## src/rtl/accel_seq_ctrl_pkg.sv

```systemverilog
// Shared definitions for the accelerator sequencer: state encoding, activation
// select codes and phase-length helpers also used by the accelerator datapath.
package accel_seq_ctrl_pkg;

  typedef enum logic [2:0] {
    IDLE    = 3'd0,
    LOAD_W  = 3'd1,
    LOAD_A  = 3'd2,
    COMPUTE = 3'd3,
    DRAIN   = 3'd4,
    OUT     = 3'd5,
    POST    = 3'd6
  } state_t;

  localparam logic [1:0] ACT_NONE    = 2'b00;
  localparam logic [1:0] ACT_RELU    = 2'b01;
  localparam logic [1:0] ACT_SOFTMAX = 2'b10;

  function automatic int load_len(int array_h);
    return array_h;
  endfunction

  function automatic int compute_len(int array_w, int dsp_delay);
    return dsp_delay * array_w;
  endfunction

  // Last partial sum leaves the bottom row DSP_DELAY*(H-1) cycles late, then H rows drain.
  function automatic int drain_len(int array_h, int dsp_delay);
    return dsp_delay * (array_h - 1) + array_h;
  endfunction

  function automatic int max_phase_len(int array_h, int array_w, int dsp_delay, int act_lat);
    int m;
    m = load_len(array_h);
    if (compute_len(array_w, dsp_delay) > m) m = compute_len(array_w, dsp_delay);
    if (drain_len(array_h, dsp_delay) > m) m = drain_len(array_h, dsp_delay);
    if (act_lat > m) m = act_lat;
    return m;
  endfunction

endpackage

```

## src/rtl/accel_seq_ctrl_if.sv

```systemverilog
// Command and accelerator-control bundle between host/DMA, the sequencer and the array.
interface accel_seq_ctrl_if #(
  parameter int ADDR_W = 4
);
  logic              start;
  logic              abort;
  logic [1:0]        act_sel;
  logic              busy;
  logic              done;
  logic [ADDR_W-1:0] src_addr;
  logic              weight_buffer_load_en;
  logic              weight_buffer_out_en;
  logic              write_weight_en;
  logic              input_buffer_load_en;
  logic              input_buffer_out_en;
  logic              output_buffer_load_en;
  logic              output_buffer_out_en;
  logic              relu_en;
  logic              softmax_en;

  modport master (
    output start, abort, act_sel,
    input  busy, done, src_addr,
    input  weight_buffer_load_en, weight_buffer_out_en, write_weight_en,
    input  input_buffer_load_en, input_buffer_out_en,
    input  output_buffer_load_en, output_buffer_out_en,
    input  relu_en, softmax_en
  );

  modport slave (
    input  start, abort, act_sel,
    output busy, done, src_addr,
    output weight_buffer_load_en, weight_buffer_out_en, write_weight_en,
    output input_buffer_load_en, input_buffer_out_en,
    output output_buffer_load_en, output_buffer_out_en,
    output relu_en, softmax_en
  );
endinterface

```

## src/rtl/accel_phase_timer.sv

```systemverilog
// Loadable down-counter timing one sequencer phase; last is high on the final phase cycle.
module accel_phase_timer #(
  parameter int W = 6
) (
  input  logic         clk,
  input  logic         rst,
  input  logic         load,
  input  logic [W-1:0] load_val,
  output logic         last
);

  logic [W-1:0] cnt;

  always_ff @(posedge clk) begin
    if (rst) begin
      cnt <= '0;
    end else if (load) begin
      cnt <= load_val;
    end else if (cnt != '0) begin
      cnt <= cnt - W'(1);
    end
  end

  assign last = (cnt == '0);

endmodule

```

## src/rtl/accel_seq_ctrl.sv

```systemverilog
// Single-tile sequencer for the systolic accelerator: one start produces the whole
// enable schedule plus source row addresses.
//
// state   | meaning
// IDLE    | waiting for start
// LOAD_W  | weight buffer fill, src_addr 0..H-1
// LOAD_A  | activation fill + weight preload, src_addr H..2H-1
// COMPUTE | array multiply-accumulate
// DRAIN   | partial sums into output buffer
// OUT     | output buffer readout
// POST    | activation enable hold
module accel_seq_ctrl
  import accel_seq_ctrl_pkg::*;
#(
  parameter int ARRAY_H   = 8,
  parameter int ARRAY_W   = 8,
  parameter int DSP_DELAY = 2,
  parameter int ACT_LAT   = 4
) (
  input  logic               clk,
  input  logic               rst,
  accel_seq_ctrl_if.slave    bus
);

  localparam int LEN_LOAD    = load_len(ARRAY_H);
  localparam int LEN_COMPUTE = compute_len(ARRAY_W, DSP_DELAY);
  localparam int LEN_DRAIN   = drain_len(ARRAY_H, DSP_DELAY);
  localparam int LEN_MAX     = max_phase_len(ARRAY_H, ARRAY_W, DSP_DELAY, ACT_LAT);
  localparam int CNT_W       = $clog2(LEN_MAX + 1);
  localparam int ADDR_W      = $clog2(2 * ARRAY_H);

  state_t            state, state_nxt;
  logic              phase_last;
  logic              phase_load;
  logic [CNT_W-1:0]  phase_val;
  logic [ADDR_W-1:0] addr_q, addr_nxt;
  logic [1:0]        act_q;
  logic              accept;

  logic busy_q, done_q;
  logic wbuf_load_q, wbuf_out_q, write_weight_q;
  logic ibuf_load_q, ibuf_out_q;
  logic obuf_load_q, obuf_out_q;
  logic relu_q, softmax_q;

  assign accept = (state == IDLE) && bus.start && !bus.abort;

  accel_phase_timer #(.W(CNT_W)) u_timer (
    .clk      (clk),
    .rst      (rst),
    .load     (phase_load),
    .load_val (phase_val),
    .last     (phase_last)
  );

  always_ff @(posedge clk) begin
    if (rst) state <= IDLE;
    else     state <= state_nxt;
  end

  always_comb begin
    state_nxt = state;
    case (state)
      IDLE:    if (bus.start)  state_nxt = LOAD_W;
      LOAD_W:  if (phase_last) state_nxt = LOAD_A;
      LOAD_A:  if (phase_last) state_nxt = COMPUTE;
      COMPUTE: if (phase_last) state_nxt = DRAIN;
      DRAIN:   if (phase_last) state_nxt = OUT;
      OUT:     if (phase_last) state_nxt = POST;
      POST:    if (phase_last) state_nxt = IDLE;
      default: state_nxt = IDLE;
    endcase
    if (bus.abort) state_nxt = IDLE;

    // Timer holds remaining cycles minus one so last coincides with the final phase cycle.
    phase_load = (state_nxt != state);
    case (state_nxt)
      LOAD_W, LOAD_A: phase_val = CNT_W'(LEN_LOAD - 1);
      COMPUTE:        phase_val = CNT_W'(LEN_COMPUTE - 1);
      DRAIN:          phase_val = CNT_W'(LEN_DRAIN - 1);
      POST:           phase_val = CNT_W'(ACT_LAT - 1);
      default:        phase_val = '0;
    endcase

    addr_nxt = '0;
    if (state_nxt == LOAD_W && state != LOAD_W) addr_nxt = '0;
    else if (state_nxt == LOAD_W || state_nxt == LOAD_A) addr_nxt = addr_q + ADDR_W'(1);
  end

  always_ff @(posedge clk) begin
    if (rst) begin
      act_q          <= ACT_NONE;
      addr_q         <= '0;
      busy_q         <= 1'b0;
      done_q         <= 1'b0;
      wbuf_load_q    <= 1'b0;
      wbuf_out_q     <= 1'b0;
      write_weight_q <= 1'b0;
      ibuf_load_q    <= 1'b0;
      ibuf_out_q     <= 1'b0;
      obuf_load_q    <= 1'b0;
      obuf_out_q     <= 1'b0;
      relu_q         <= 1'b0;
      softmax_q      <= 1'b0;
    end else begin
      if (accept) act_q <= bus.act_sel;
      addr_q         <= addr_nxt;
      busy_q         <= (state_nxt != IDLE);
      done_q         <= (state == POST) && (state_nxt == IDLE) && !bus.abort;
      wbuf_load_q    <= (state_nxt == LOAD_W);
      wbuf_out_q     <= (state_nxt == LOAD_A);
      write_weight_q <= (state_nxt == LOAD_A);
      ibuf_load_q    <= (state_nxt == LOAD_A);
      ibuf_out_q     <= (state_nxt == COMPUTE) || (state_nxt == DRAIN) || (state_nxt == OUT);
      obuf_load_q    <= (state_nxt == DRAIN);
      obuf_out_q     <= (state_nxt == OUT);
      relu_q         <= ((state_nxt == OUT) || (state_nxt == POST)) && (act_q == ACT_RELU);
      softmax_q      <= ((state_nxt == OUT) || (state_nxt == POST)) && (act_q == ACT_SOFTMAX);
    end
  end

  assign bus.busy                  = busy_q;
  assign bus.done                  = done_q;
  assign bus.src_addr              = addr_q;
  assign bus.weight_buffer_load_en = wbuf_load_q;
  assign bus.weight_buffer_out_en  = wbuf_out_q;
  assign bus.write_weight_en       = write_weight_q;
  assign bus.input_buffer_load_en  = ibuf_load_q;
  assign bus.input_buffer_out_en   = ibuf_out_q;
  assign bus.output_buffer_load_en = obuf_load_q;
  assign bus.output_buffer_out_en  = obuf_out_q;
  assign bus.relu_en               = relu_q;
  assign bus.softmax_en            = softmax_q;

endmodule

```

## src/flat_wrapper.sv

```systemverilog
// flat-port wrapper written by rule: the top's interface ports become plain ports
module accel_seq_ctrl_flat import accel_seq_ctrl_pkg::*;
#(
  parameter int ARRAY_H   = 8,
  parameter int ARRAY_W   = 8,
  parameter int DSP_DELAY = 2,
  parameter int ACT_LAT   = 4
)
  (clk, rst, bus_start, bus_abort, bus_act_sel, bus_busy, bus_done, bus_src_addr, bus_weight_buffer_load_en, bus_weight_buffer_out_en, bus_write_weight_en, bus_input_buffer_load_en, bus_input_buffer_out_en, bus_output_buffer_load_en, bus_output_buffer_out_en, bus_relu_en, bus_softmax_en);
  accel_seq_ctrl_if #(.ADDR_W(4)) bus_i ();
  input  logic clk;
  input  logic rst;
  input wire logic [$bits(bus_i.start)-1:0] bus_start;
  input wire logic [$bits(bus_i.abort)-1:0] bus_abort;
  input wire logic [$bits(bus_i.act_sel)-1:0] bus_act_sel;
  output wire logic [$bits(bus_i.busy)-1:0] bus_busy;
  output wire logic [$bits(bus_i.done)-1:0] bus_done;
  output wire logic [$bits(bus_i.src_addr)-1:0] bus_src_addr;
  output wire logic [$bits(bus_i.weight_buffer_load_en)-1:0] bus_weight_buffer_load_en;
  output wire logic [$bits(bus_i.weight_buffer_out_en)-1:0] bus_weight_buffer_out_en;
  output wire logic [$bits(bus_i.write_weight_en)-1:0] bus_write_weight_en;
  output wire logic [$bits(bus_i.input_buffer_load_en)-1:0] bus_input_buffer_load_en;
  output wire logic [$bits(bus_i.input_buffer_out_en)-1:0] bus_input_buffer_out_en;
  output wire logic [$bits(bus_i.output_buffer_load_en)-1:0] bus_output_buffer_load_en;
  output wire logic [$bits(bus_i.output_buffer_out_en)-1:0] bus_output_buffer_out_en;
  output wire logic [$bits(bus_i.relu_en)-1:0] bus_relu_en;
  output wire logic [$bits(bus_i.softmax_en)-1:0] bus_softmax_en;
  assign bus_i.start = bus_start;
  assign bus_i.abort = bus_abort;
  assign bus_i.act_sel = bus_act_sel;
  assign bus_busy = bus_i.busy;
  assign bus_done = bus_i.done;
  assign bus_src_addr = bus_i.src_addr;
  assign bus_weight_buffer_load_en = bus_i.weight_buffer_load_en;
  assign bus_weight_buffer_out_en = bus_i.weight_buffer_out_en;
  assign bus_write_weight_en = bus_i.write_weight_en;
  assign bus_input_buffer_load_en = bus_i.input_buffer_load_en;
  assign bus_input_buffer_out_en = bus_i.input_buffer_out_en;
  assign bus_output_buffer_load_en = bus_i.output_buffer_load_en;
  assign bus_output_buffer_out_en = bus_i.output_buffer_out_en;
  assign bus_relu_en = bus_i.relu_en;
  assign bus_softmax_en = bus_i.softmax_en;
  accel_seq_ctrl #(.ARRAY_H(ARRAY_H), .ARRAY_W(ARRAY_W), .DSP_DELAY(DSP_DELAY), .ACT_LAT(ACT_LAT)) u_core (.clk(clk), .rst(rst), .bus(bus_i));
endmodule
```

## config.mk

```make
export PLATFORM = sky130hd
export DESIGN_NAME = accel_seq_ctrl_flat
export DESIGN_NICKNAME = d
export VERILOG_FILES = /design/src/rtl/accel_seq_ctrl_pkg.sv /design/src/rtl/accel_seq_ctrl_if.sv /design/src/rtl/accel_phase_timer.sv /design/src/rtl/accel_seq_ctrl.sv /design/src/flat_wrapper.sv
export SDC_FILE = /design/constraint.sdc
export NUM_CORES = 1
export LEC_CHECK = 0
export ABC_AREA = 0
export CAP_MARGIN = 20
export CORE_MARGIN = 3
export CORE_UTILIZATION = 52
export DETAILED_ROUTE_END_ITERATION = 12
export GPL_ROUTABILITY_DRIVEN = 0
export HOLD_SLACK_MARGIN = 0.08
export MAX_ROUTING_LAYER = met4
export PLACE_DENSITY_LB_ADDON = 0.08
export SLEW_MARGIN = 5
export SYNTH_ARGS = -nofsm -noshare
export SYNTH_HDL_FRONTEND = slang
export SYNTH_SLANG_ARGS = --single-unit
```

## constraint.sdc

```tcl
create_clock -name clk -period 2.2 [get_ports clk]
set_input_delay 0.44 -clock clk [delete_from_list [all_inputs] [get_ports clk]]
set_output_delay 0.44 -clock clk [all_outputs]
set_load 0.01 [all_outputs]
```

# == After elaboration in Yosys (flattened, before gate mapping) ==
# Cells that the tools add are included.
# W data, S select, Z words.
# word_totals
output_inout_bits,15
inputBits,6
wordCells,64
register_bits,23
# op_classes
n_mux,12
reduce_logical,20
n_eq_ne,16
n_bitwise,1
add_sub_neg,2
# ops
op,n
$mux W3,8
$pmux W3 S7,1
$pmux W5 S4,1
$eq A3 B3 Y1 const B,6
$eq A3 B2 Y1 const B,4
$mux W5,2
$logic_and A1 B1 Y1,7
$eq A3 B1 Y1 const B,2
$logic_not A3 Y1,2
$logic_not A5 Y1,1
$reduce_bool A5 Y1,1
$sub A5 B1 Y5 const B,1
$add A4 B1 Y4 const B,1
$logic_or A1 B1 Y1,4
$ne A3 B1 Y1 const B,1
$ne A3 B3 Y1,1
$reduce_bool A3 Y1,1
$reduce_or A3 Y1,1
$eq A2 B1 Y1 const B,1
$eq A2 B2 Y1 const B,1
$reduce_bool A2 Y1,1
$reduce_or A2 Y1,1
$logic_not A1 Y1,1
$not A1 Y1,1

# == Logic depth before layout (Yosys ltp) ==
# logic_depth
ltp_word,8
ltp_mapped,8
ltp_nobuf,7

# == By module ==
# Synthesis repeated with hierarchy kept, for this count alone.
# unflattened
cells_unflattened,138
area_unflattened_um2,1212.4
# by_module_without_submodules
module,cells_per_inst,n_inst,area_each_um2,seq_area_each_um2
accel_seq_ctrl,106,1,924.6,360.3
accel_phase_timer,32,1,287.8,100.1

# == Worst setup path before layout ==
# OpenSTA, ideal clock, no wires.
# synth_path
kind,register -> register
from,register u_core.u_timer.cnt[0]
to,register u_core.addr_q[2] (netlist: u_core.bus.src_addr[2])
stages_incl_launch_ff,8
required_ns,2.065
t_arrival_ns,1.650
setup_time_ns,0.135
path_buffers,0
synth_period_minus_slack_ns,1.785
setup_slack_ns,0.415
cell_sequence,dfxtp_1 > inv_1 > ha_1 > nor4b_4 > or3_2 > a31o_4 > a21oi_4 > nor3_1
# synth_via
elab_chain_len,8
elab_cells_between_ends,15
cone_classes,eq/ne: 2; mux: 8; bitwise: 1; reduce/logical: 4
# synth_rtl
element,line,rtl
from (decl),accel_phase_timer.sv:12,logic [W-1:0] cnt;
from (signal assigned),accel_phase_timer.sv:18,cnt <= load_val;
from (signal assigned),accel_phase_timer.sv:20,cnt <= cnt - W'(1);
$logic_not A5 Y1 (*),accel_phase_timer.sv:24,assign last = (cnt == '0);
"$mux W3, or another cell as far along",accel_seq_ctrl.sv:70,POST: if (phase_last) state_nxt = IDLE;
$pmux W3 S7 (*),accel_seq_ctrl.sv:63,case (state)
$mux W3 (*),accel_seq_ctrl.sv:73,if (bus.abort) state_nxt = IDLE;
$eq A3 B1 Y1 / $eq A3 B2 Y1 (equally long branches),"accel_seq_ctrl.sv:86, accel_seq_ctrl.sv:87",
$logic_or A1 B1 Y1,accel_seq_ctrl.sv:87,else if (state_nxt == LOAD_W || state_nxt == LOAD_A) addr_nxt = addr_q + ADDR_W'(1);
$not A1 Y1 (no line),-,
$reduce_or A3 Y1 (no line) (*),-,
to (signal assigned),accel_seq_ctrl.sv:107,addr_q <= addr_nxt;
to (decl),accel_seq_ctrl.sv:36,"logic [ADDR_W-1:0] addr_q, addr_nxt;"
# Mark *: on every way between the ends. The rest lies on a longest branch, timed or not.
# A chain may end at the register's enable or synchronous reset.

# == Worst setup path in the final report ==
# layout_path
from,register u_core.u_timer.cnt[0]
to,register u_core.addr_q[3] (netlist: u_core.bus.src_addr[3])
# The elaborated chain is that of the path after synthesis.

==> results.cfg <==
[grt]
grt_max_degree = 18
grt_overflow_total = 0
first_global_vias = 953
antenna_found_initial = 0
grt_pass1_wl_microns = 4300
met3_usage_pct = 2.76
grt_busiest_layer = met2
use_met1_pct = 22.4
met2_usage_pct = 27.0
grt_usage_pct = 17.5

[route]
dr.pass1.iters = 4
drt_wl_total_microns = 2510
drc = 0
antenna_left = 0
wl_per_cell_microns = 13.4
vias_per_cell = 5.57
drtIter0Drc = 28
vias = 1048

[logic_synthesis]
yosys.area.top_type = dfxtp_1
synth_common_cells = dfxtp_1 (23), nor2_1 (14), a21oi_1 (11), nand2_1 (11)
yosys_register_bits = 23
ys_seq_area_share_pct = 34.8
syn_area_per_cell_sq_um = 9.51
synth_enable_flop_cells = 0
syn-instance-count = 139
syn-num-nets = 148
synthTopCellsByArea = dfxtp_1 (35%), a21oi_1 (4.2%), nor2_1 (4.0%), nor4b_4 (3.6%), xnor2_1 (3.3%)
synthArstFlopShare_pct = 0
synth.most_common_cell = dfxtp_1
yosys_warnings = 0
ys_types = 49
netlist_area_sq_um = 1320
synth_top_area_share_pct = 34.8
synth_ff_type = dfxtp_1

[power]
p_leak_uw = 0.000548
total_power_uw = 1430
power_density_nw_per_um2 = 925
irDropWorstVdd_mv = 0.971

[cts]
cts.sinks = 23
clock-root-buffer = clkbuf_4
tritoncts = yes
clk_pin_slew_ns = 0.13
cts.htree.levels = 1
cts_resized = 0
insertion_delay_ns = 0.32
cts_buffers = 3
postCtsHoldBufs = 0
post_cts_buffers = 0
cts_buffer_depth = 2

[floorplanning]
start_util_pct = 57.0
die_x_microns = 56.4
rows = 17
dieHeight_microns = 56.4
io_pins = 21
coreArea_sq_um = 2320
dieArea_sq_um = 3180

[final_layout]
nNetsFinal = 170
layout.cells.non_filler = 188
seq_area_sq_um = 460
area_growth_pct = 16.8
fill_cells = 187
multi_input_area_sq_um = 744
diodes = 0
layout-drive-gt1-share_pct = 19.4

[sta]
finalSetupViolations = 0
timing.final.crit_share_pct = 92.7
timing.slew.headroom_pct = 70.0
rsz0062_at_grt = false
period_needed_ns = 2.04
slew_viol_final = 0
tns_ns = 0
fmax_mhz = 490
finClkSkew_ns = 0.00191
hold_viol = 0
setup_ws_ns = 0.160
worst_pin_slew_ns = 0.449

[worst_setup_path]
critPathLaunchType = register
cp_data_required_time_ns = 2.42
cp_max_fo = 11
critPathCaptureType = register
regToRegSetupSlack_ns = 0.16
critPathKind = register to register
crit_arrival_ns = 2.26

[place]
dp_hpwl_microns = 1890
dp.cells = 184
io_buffers = 20
pre_cts_slack_ns = 0.171

[job]
maxCapViolCount = 0

[hold_path]
holdCritPathClass = register to register

[run_status]
outcome = finished clean
==> final timing paths <==
path | start | endpoint | cells past startpoint
setup / recovery | u_core.u_timer.cnt[0] | u_core.bus.src_addr[3] | 8
setup reg to reg | u_core.u_timer.cnt[0] | u_core.bus.src_addr[3] | 8
hold / removal | u_core.act_q[0] | u_core.bus.softmax_en | 1
hold reg to reg | u_core.act_q[0] | u_core.bus.softmax_en | 1
==> power by group <==
group          switching, uW  leakage, uW  total (uW)  internal, uW
clock                    135    0.0000177         203          68.1
combinational            350     0.000343         687           336
sequential              66.6     0.000187         538           471
==> layout by cell type, fill, tap and decap left out, types with 2 or more instances in the layout <==
master           Yosys  routed
dfxtp_1             23      23
clkdlybuf4s50_1      0      20
nor2_1              14      14
nand2_1             11      11
a21oi_1             11      11
buf_4                2       8
o21ai_0              5       5
nor3_1               5       5
xnor2_1              5       5
inv_1                4       4
nor3b_2              3       3
mux2i_1              3       3
nand3_1              3       3
ha_1                 3       3
clkbuf_4             0       3
and2b_2              2       2
nor4b_4              2       2
a211oi_1             2       2
nand2b_1             2       2
or3_1                2       2
==> cell families (layout without fill, tap and decap cells) <==
family,Yosys count,after routing,share of synthesized area (%)
mux,4,4,3.13
simple gates,57,57,29.2
buf+inv,15,36,8.81
flops,23,23,34.8
xor+xnor,6,6,3.98
compound gates,31,31,17.2
fa+ha+maj,3,3,2.84
==> state kept, by name, summed over array words and instances, names as in the netlist, 2 cells and up <==
register and flops:
u_core.u_timer.cnt 5, u_core.bus.src_addr 4, u_core.state 3, u_core.act_q 2
==> layer usage <==
layer  vias to the layer above  routed length (microns)
li1                        534                        -
met1                       467                     1210
met2                        41                     1100
met3                         6                      155
met4                         0                       43
met5                         -                        0
==> critical path, stage by stage (launching register included) <==
cell and delay [ns]:
dfxtp_1 0.39, inv_1 0.08, ha_1 0.22, nor4b_4 0.13
buf_4 0.18, or3_2 0.43, a31o_4 0.25, a21oi_4 0.18
nor3_1 0.08
==> area by class of cell <==
class                           instances  area share, %
Tap cell                               28           2.27
Timing Repair Buffer                   28           16.9
Inverter                                4          0.973
Clock inverter                          1          0.324
Clock buffer                            3           1.46
Multi-Input combinational cell        101           48.3
Sequential cell                        23           29.8
==> through the flow <==
| step | instance area (sq um) | utilization, % | hold WS [ns] |
|---|---|---|---|
| after floorplan | 1320 | - | 0.424 |
| after global placement | 1520 | 65.4 | 0.443 |
| after detailed placement | 1520 | 65.4 | 0.467 |
| after CTS | 1540 | 66.5 | 0.488 |
| after global routing | 1540 | 66.5 | 0.495 |
| final | 1540 | 66.5 | 0.474 |
Note: power is estimated with default switching activity, not from simulation.
